==> config.mk <==
export PLATFORM = sky130hd
export DESIGN_NAME = div_unit
export DESIGN_NICKNAME = d
export VERILOG_FILES = /design/src/rtl/div_unit.sv
export SDC_FILE = /design/constraint.sdc
export NUM_CORES = 1
export LEC_CHECK = 0
export BUFFER_PORTS_ARGS = -buffer_cell sky130_fd_sc_hd__buf_2
export CAP_MARGIN = 30
export CORE_MARGIN = 1
export CORE_UTILIZATION = 45
export DETAILED_ROUTE_END_ITERATION = 12
export PLACE_DENSITY_LB_ADDON = 0.12
export SYNTH_ARGS = -nofsm -noshare
export SYNTH_HDL_FRONTEND = slang
export SYNTH_SLANG_ARGS = --single-unit
==> constraint.sdc <==
create_clock -name clk -period 5.4 [get_ports clk]
set_clock_uncertainty 0.15 [all_clocks]
set_input_delay 0.81 -clock clk [delete_from_list [all_inputs] [get_ports clk]]
set_output_delay 0.81 -clock clk [all_outputs]
set_load 0.02 [all_outputs]
==> src/rtl/div_unit.sv <==
// Iterative radix-2 restoring divider (DIV/DIVU/REM/REMU): 33 cycles start-to-done, 1 cycle for /0 and signed overflow.
// Accepts start only when idle and not busy; a start that arrives otherwise is dropped, and there is no output stall.
module div_unit #(
  parameter int unsigned XLEN = 32
) (
  input  logic            clk,
  input  logic            rst,
  input  logic            start,
  input  logic [1:0]      op,
  input  logic [XLEN-1:0] rs1_val,
  input  logic [XLEN-1:0] rs2_val,
  input  logic [4:0]      rd_in,
  output logic            busy,
  output logic            done,
  output logic [XLEN-1:0] result,
  output logic [4:0]      rd_out,
  output logic            we
);

  typedef enum logic [1:0] {
    IDLE = 2'd0,
    CALC = 2'd1,
    DONE = 2'd2
  } state_e;

  localparam logic [XLEN-1:0] INT_MIN = {1'b1, {(XLEN-1){1'b0}}};
  localparam logic [5:0]      LAST_STEP = 6'(XLEN - 1);

  state_e          state_q, state_d;
  logic [1:0]      op_q, op_d;
  logic [4:0]      rd_q, rd_d;
  logic [XLEN-1:0] quo_q, quo_d;
  logic [XLEN-1:0] dvsr_q, dvsr_d;
  logic [XLEN:0]   rem_q, rem_d;
  logic            qneg_q, qneg_d;
  logic            rneg_q, rneg_d;
  logic [5:0]      cnt_q, cnt_d;
  logic            busy_q, busy_d;
  logic            done_q, done_d;
  logic            we_q, we_d;
  logic [XLEN-1:0] result_q, result_d;
  logic [4:0]      rd_out_q, rd_out_d;

  logic            is_signed;
  logic            sign1, sign2;
  logic [XLEN-1:0] abs1, abs2;
  logic            div_zero, sgn_ovf, accept;
  logic [XLEN:0]   shifted, diff;
  logic            fits;
  logic [XLEN-1:0] sel_val, final_val;
  logic            sel_neg;

  // op[0]=0 selects the signed flavours, op[1]=1 selects the remainder.
  assign is_signed = ~op[0];
  assign sign1     = is_signed & rs1_val[XLEN-1];
  assign sign2     = is_signed & rs2_val[XLEN-1];
  assign abs1      = sign1 ? (~rs1_val + 1'b1) : rs1_val;
  assign abs2      = sign2 ? (~rs2_val + 1'b1) : rs2_val;
  assign div_zero  = (rs2_val == '0);
  assign sgn_ovf   = is_signed && (rs1_val == INT_MIN) && (rs2_val == '1);
  assign accept    = (state_q == IDLE) && start && !busy_q;

  // rem_q[XLEN] is zero by construction; folding it in keeps the step a plain 33-bit compare.
  assign shifted = {rem_q[XLEN-1:0], quo_q[XLEN-1]};
  assign diff    = shifted - {1'b0, dvsr_q};
  assign fits    = rem_q[XLEN] | (shifted >= {1'b0, dvsr_q});

  assign sel_val   = op_q[1] ? rem_q[XLEN-1:0] : quo_q;
  assign sel_neg   = op_q[1] ? rneg_q : qneg_q;
  assign final_val = sel_neg ? (~sel_val + 1'b1) : sel_val;

  always_comb begin
    state_d  = state_q;
    op_d     = op_q;
    rd_d     = rd_q;
    quo_d    = quo_q;
    dvsr_d   = dvsr_q;
    rem_d    = rem_q;
    qneg_d   = qneg_q;
    rneg_d   = rneg_q;
    cnt_d    = cnt_q;
    busy_d   = busy_q;
    done_d   = 1'b0;
    we_d     = 1'b0;
    result_d = result_q;
    rd_out_d = rd_out_q;

    case (state_q)
      IDLE: begin
        busy_d = 1'b0;
        if (accept) begin
          op_d   = op;
          rd_d   = rd_in;
          busy_d = 1'b1;
          cnt_d  = '0;
          dvsr_d = abs2;
          if (div_zero || sgn_ovf) begin
            // Preload the architectural answers so DONE needs no special case.
            quo_d   = div_zero ? '1 : INT_MIN;
            rem_d   = div_zero ? {1'b0, rs1_val} : '0;
            qneg_d  = 1'b0;
            rneg_d  = 1'b0;
            state_d = DONE;
          end else begin
            quo_d   = abs1;
            rem_d   = '0;
            qneg_d  = sign1 ^ sign2;
            rneg_d  = sign1;
            state_d = CALC;
          end
        end
      end

      CALC: begin
        busy_d = 1'b1;
        rem_d  = fits ? diff : shifted;
        quo_d  = {quo_q[XLEN-2:0], fits};
        cnt_d  = cnt_q + 6'd1;
        if (cnt_q == LAST_STEP) begin
          state_d = DONE;
        end
      end

      DONE: begin
        busy_d   = 1'b1;
        done_d   = 1'b1;
        we_d     = (rd_q != 5'd0);
        result_d = final_val;
        rd_out_d = rd_q;
        state_d  = IDLE;
      end

      default: begin
        busy_d  = 1'b0;
        state_d = IDLE;
      end
    endcase
  end

  always_ff @(posedge clk or negedge rst) begin
    if (!rst) begin
      state_q  <= IDLE;
      op_q     <= '0;
      rd_q     <= '0;
      quo_q    <= '0;
      dvsr_q   <= '0;
      rem_q    <= '0;
      qneg_q   <= 1'b0;
      rneg_q   <= 1'b0;
      cnt_q    <= '0;
      busy_q   <= 1'b0;
      done_q   <= 1'b0;
      we_q     <= 1'b0;
      result_q <= '0;
      rd_out_q <= '0;
    end else begin
      state_q  <= state_d;
      op_q     <= op_d;
      rd_q     <= rd_d;
      quo_q    <= quo_d;
      dvsr_q   <= dvsr_d;
      rem_q    <= rem_d;
      qneg_q   <= qneg_d;
      rneg_q   <= rneg_d;
      cnt_q    <= cnt_d;
      busy_q   <= busy_d;
      done_q   <= done_d;
      we_q     <= we_d;
      result_q <= result_d;
      rd_out_q <= rd_out_d;
    end
  end

  assign busy   = busy_q;
  assign done   = done_q;
  assign we     = we_q;
  assign result = result_q;
  assign rd_out = rd_out_q;

endmodule

# Word-level counts from Yosys, hierarchy flattened
# Cells that the tools add are included.
[totals]
ff_bits = 154
input_bits = 74
out_inout_bits = 40
word_cells = 75
[classes]
add_sub_neg = 5
n_mux = 26
order_cmp = 1
eq_ne = 7
n_reduce_logical = 14
n_bitwise = 8
[ops]
columns = ["op", "count"]
rows = [
  ["two-way mux 32 bit", 8],
  ["adder 32 x 1 -> 32 bit (second input constant)", 3],
  ["inverter 32 bit", 3],
  ["two-way mux 33 bit", 2],
  ["one-hot mux 33 bit (2 select lines)", 1],
  ["equality test 32 bit (second input constant)", 2],
  ["one-hot mux 32 bit (2 select lines)", 1],
  [">= comparator 33 x 32 -> 1 bit", 1],
  ["subtractor 33 x 32 -> 33 bit", 1],
  ["logical NOT 32 bit", 1],
  ["two-way mux 31 bit", 1],
  ["one-hot mux 6 bit (2 select lines)", 1],
  ["adder 6 x 1 -> 6 bit (second input constant)", 1],
  ["equality test 6 x 5 -> 1 bit (second input constant)", 1],
  ["two-way mux 1 bit", 6],
  ["two-way mux 2 bit", 3],
  ["two-way mux 6 bit", 1],
  ["AND reduction 2 bit", 3],
  ["nonzero test 5 bit", 1],
  ["logical AND 1 bit", 4],
  ["!= test 2 bit (second input constant)", 2],
  ["one-hot mux 2 bit (2 select lines)", 1],
  ["AND 1 bit", 2],
  ["equality test 2 x 1 -> 1 bit (second input constant)", 1],
  ["other kinds (10)", 10],
]

# Logic depth before layout (Yosys ltp)
[depth]
ltp_word = 7
depth_mapped = 16
mapped_depth_nobuf = 12

# Worst setup path after synthesis
# Ideal clock, no wire load.
[synth_path]
path_type = "register to register"
from = "reg op_q[1]"
to = "reg result_q[30], in the netlist result[30]"
arrival_ns = 3.635
path_slack_ns = 1.537
required_ns = 5.173
synth_period_minus_slack_ns = 3.863
path_stages_with_launch = 17
path_cell_list = "dfrtp_1 -> buf_4 -> buf_2 -> buf_2 -> buf_2 -> buf_4 -> buf_4 -> mux2i_1 -> ha_1 -> o221ai_1 -> nor3_2 -> nand3_1 -> or4_1 -> o21ai_1 -> o21ai_1 -> xor2_1 -> a21oi_1"
[synth_via]
elab_chain_len = 4
[synth_lines]
columns = ["item", "line_no", "source"]
rows = [
  ["start, declared", "30", "logic [1:0] op_q, op_d;"],
  ["start signal, assigned", "158", "op_q <= op_d;"],
  ["two-way mux 32 bit", "68", "assign sel_val = op_q[1] ? rem_q[XLEN-1:0] : quo_q;"],
  ["inverter 32 bit", "70", "assign final_val = sel_neg ? (~sel_val + 1'b1) : sel_val;"],
  ["adder 32 x 1 -> 32 bit", "70", ""],
  ["two-way mux 32 bit *", "70", ""],
  ["end signal, assigned", "169", "result_q <= result_d;"],
  ["end, declared", "41", "logic [XLEN-1:0] result_q, result_d;"],
]
# Mark *: on every way between the ends. The rest lies on a longest branch, timed or not.
# A chain may end at the register's enable or synchronous reset.

# Final worst setup path
[layout_path]
from = "reg op_q[1]"
to = "reg result_q[27], in the netlist result[27]"
# Same word-level chain as after synthesis.

==> impl_metrics.json <==
{
  "status": "finished, final reports clean",
  "drc": 0,
  "cts-resized-gates": 0,
  "synth_top_family_by_area": "compound AO/OA/AOI/OAI gates",
  "grt_max_degree": 76,
  "crit_type": "register to register",
  "synth_xor_area_frac": 0.09204,
  "setup.worst_path.end_class": "register",
  "whs_ps": 210.1,
  "post_drt_wl_per_cell_microns": 19.43,
  "postCtsSetupRepairBufs": 0,
  "final_cells": 1724,
  "p_per_area_mw_per_mm2": 699.2,
  "synthAdderAreaFrac": 0.04871,
  "cts_max_level": 4,
  "mostFrequentLayoutCells": "157 x nand2_1, 152 x dfrtp_1, 115 x a21oi_1",
  "start_kind": "register",
  "row_count": 56,
  "dr.pass1.iters": 5,
  "slew_violations": 0,
  "synth_compound_area_frac": 0.2130,
  "cts_tree": "yes",
  "grt_pass1_wl_microns": 52910,
  "hp-class": "input port to async pin",
  "grt_usage": 0.2783,
  "antenna_found_initial": 0,
  "drv_cap": 0,
  "ys_ff_latch": 153,
  "die_h_microns": 157.9,
  "io_buffer_count": 113,
  "gr-total-overflow": 0,
  "cts_max_path_buffers": 2,
  "drt_iter0_markers": 806,
  "setup_viol": 0,
  "num_antenna_cells": 0,
  "synthDistinctLibCells": 65,
  "synth_edf_count": 0,
  "die_w_microns": 157.9,
  "slew_headroom": 0.3362,
  "clock_sinks": 153,
  "finalNetCount": 1508,
  "yosysWarnings": 0,
  "cp.required_ps": 5570,
  "syn_area_per_cell_sq_um": 8.353,
  "place_congestion": 0.9168,
  "drt_wl_total_microns": 33500,
  "cts_hold_buffers": 0,
  "stdcell_area_sq_mm": 0.01239,
  "area_delta_synth_final_pct": 13.25,
  "ys_seq_area_frac": 0.3499,
  "antenna_left": 0,
  "max_freq_mhz": 259.9,
  "r2r-start": "op_q[1]",
  "cts_inserted_buffers": 17,
  "synthFlopType": "dfrtp_1",
  "leakage_nw": 5.550,
  "synth_nets": 1426,
  "placed_cell_area_sq_mm": 0.01179,
  "arrival_ps": 4020,
  "ir_worst_vdd_v": 0.0004466,
  "synth_cells": 1310,
  "syn-cell-area_sq_mm": 0.01094,
  "setup.worst_path.start": "op_q[1]",
  "vias_per_cell": 5.876,
  "core_area_sq_mm": 0.02368,
  "async_flop_share": 1.000,
  "start_util": 0.4621,
  "cp_max_fo": 49,
  "dieArea_sq_mm": 0.02495,
  "worstMarginPinSlew_ps": 995.7,
  "vias": 10131,
  "drive_above_1_share": 0.1530,
  "yosys.area_share.simple": 0.1784,
  "rsz0062_at_grt": "false",
  "clk_pin_slew_worst_paths_ps": 80,
  "final_common_cell": "nand2_1",
  "cts_root_buf": "clkbuf_16",
  "hold_viol_final": 0,
  "period_share": 0.7124,
  "hpwl_microns": 25360,
  "period_needed_ps": 3847,
  "tns_ps": 0,
  "grt_pass1_vias": 9620,
  "placed_cells": 1691,
  "yosys-mux-area-fraction": 0.06883,
  "clock_latency_ps": 440,
  "ioPinCount": 114
}
[registers in the layout (all words and copies together) (netlist names)]
name and count:
busy 1, cnt_q 6, done 1, dvsr_q 32, op_q 1, qneg_q 1
quo_q 32, rd_out 5, rd_q 5, rem_q 33, result 32, rneg_q 1
state_q 2, we 1
[path summary, 6_finish.rpt]
kind	to	slack (ps)	depth (start not counted)
max	result[27]	1550	8
min	dvsr_q[18]	210	1
max reg2reg	result[27]	1550	8
min reg2reg	dvsr_q[16]	330	2
max in group asynchronous	state_q[1]	3810	2
min in group clk	dvsr_q[16]	330	2
[synth_stat cells, drive strengths merged, types with 6 or more instances]
| master | count | area share |
|---|---|---|
| nand2 | 157 | 0.054 |
| dfrtp | 153 | 0.35 |
| a21oi | 115 | 0.053 |
| o21ai | 112 | 0.051 |
| nor2 | 108 | 0.037 |
| xnor2 | 64 | 0.051 |
| inv | 61 | 0.021 |
| clkbuf | 54 | 0.019 |
| xor2 | 51 | 0.041 |
| nor3 | 46 | 0.022 |
| ha | 41 | 0.047 |
| mux2i | 37 | 0.034 |
| mux2 | 34 | 0.035 |
| a21o | 31 | 0.021 |
| nand3 | 20 | 0.0091 |
| buf | 16 | 0.0097 |
| or3 | 15 | 0.0086 |
| a221oi | 14 | 0.011 |
| a31oi | 14 | 0.0080 |
| nand4 | 14 | 0.0080 |
| o31ai | 14 | 0.0096 |
| a22o | 10 | 0.0080 |
| nand2b | 10 | 0.0057 |
| nor4 | 10 | 0.0071 |
| o22ai | 10 | 0.0057 |
| or4 | 10 | 0.0075 |
| o211ai | 9 | 0.0062 |
| a221o | 8 | 0.0073 |
| and2 | 7 | 0.0042 |
| o21a | 7 | 0.0048 |
| a211oi | 6 | 0.0041 |
| nor2b | 6 | 0.0034 |
[where the power goes]
group	switching [mW]	internal, mW	total, mW	leakage (nW)
registers	0.566	1.70	2.27	1.88
logic	3.09	2.09	5.18	3.38
clock network	0.593	0.626	1.22	0.293
total	4.24	4.42	8.66	5.55
[metrics by stage]
| step | util | setup slack [ps] | power, mW |
|---|---|---|---|
| finish | 0.5233 | 1553 | 8.665 |
| detailed placement | 0.4977 | 1520 | 7.400 |
| CTS | 0.5230 | 1594 | 8.656 |
| floorplan | - | 1537 | 5.950 |
| global placement | 0.4957 | 1606 | 7.332 |
| global route | 0.5233 | 1329 | 9.369 |
[per-layer routing]
metal,up-vias,GRT usage,share of wire
met1,4903,0.3862,0.46
li1,4853,-,-
met4,0,0.09570,0.029
met3,55,0.04106,0.053
met5,-,0,0
met2,320,0.4416,0.46
[worst max-delay path, cell delays in order (launching register included)]
cell and delay (ps):
dfrtp_2 630, buf_4 610, a21oi_1 280, or3_1 430
or3_1 460, nor4b_2 490, a41oi_1 220, xnor2_1 170
mux2_2 260
[cell families after synthesis]
kind of cell,after synthesis
flops,153
compound gates,379
buf+inv,131
mux,71
fa+ha+maj,42
xor+xnor,115
simple gates,419
[cell type report]
type	instances	area, sq um
clock inverters	15	173.9
well taps	319	399.1
inverters	61	229.0
fillers	2383	11290
repair buffers	133	738.2
flip-flops and latches	153	3830
multi-input cells	1026	6598
clock buffers	17	425.4
(Power assumes the default switching activity.)
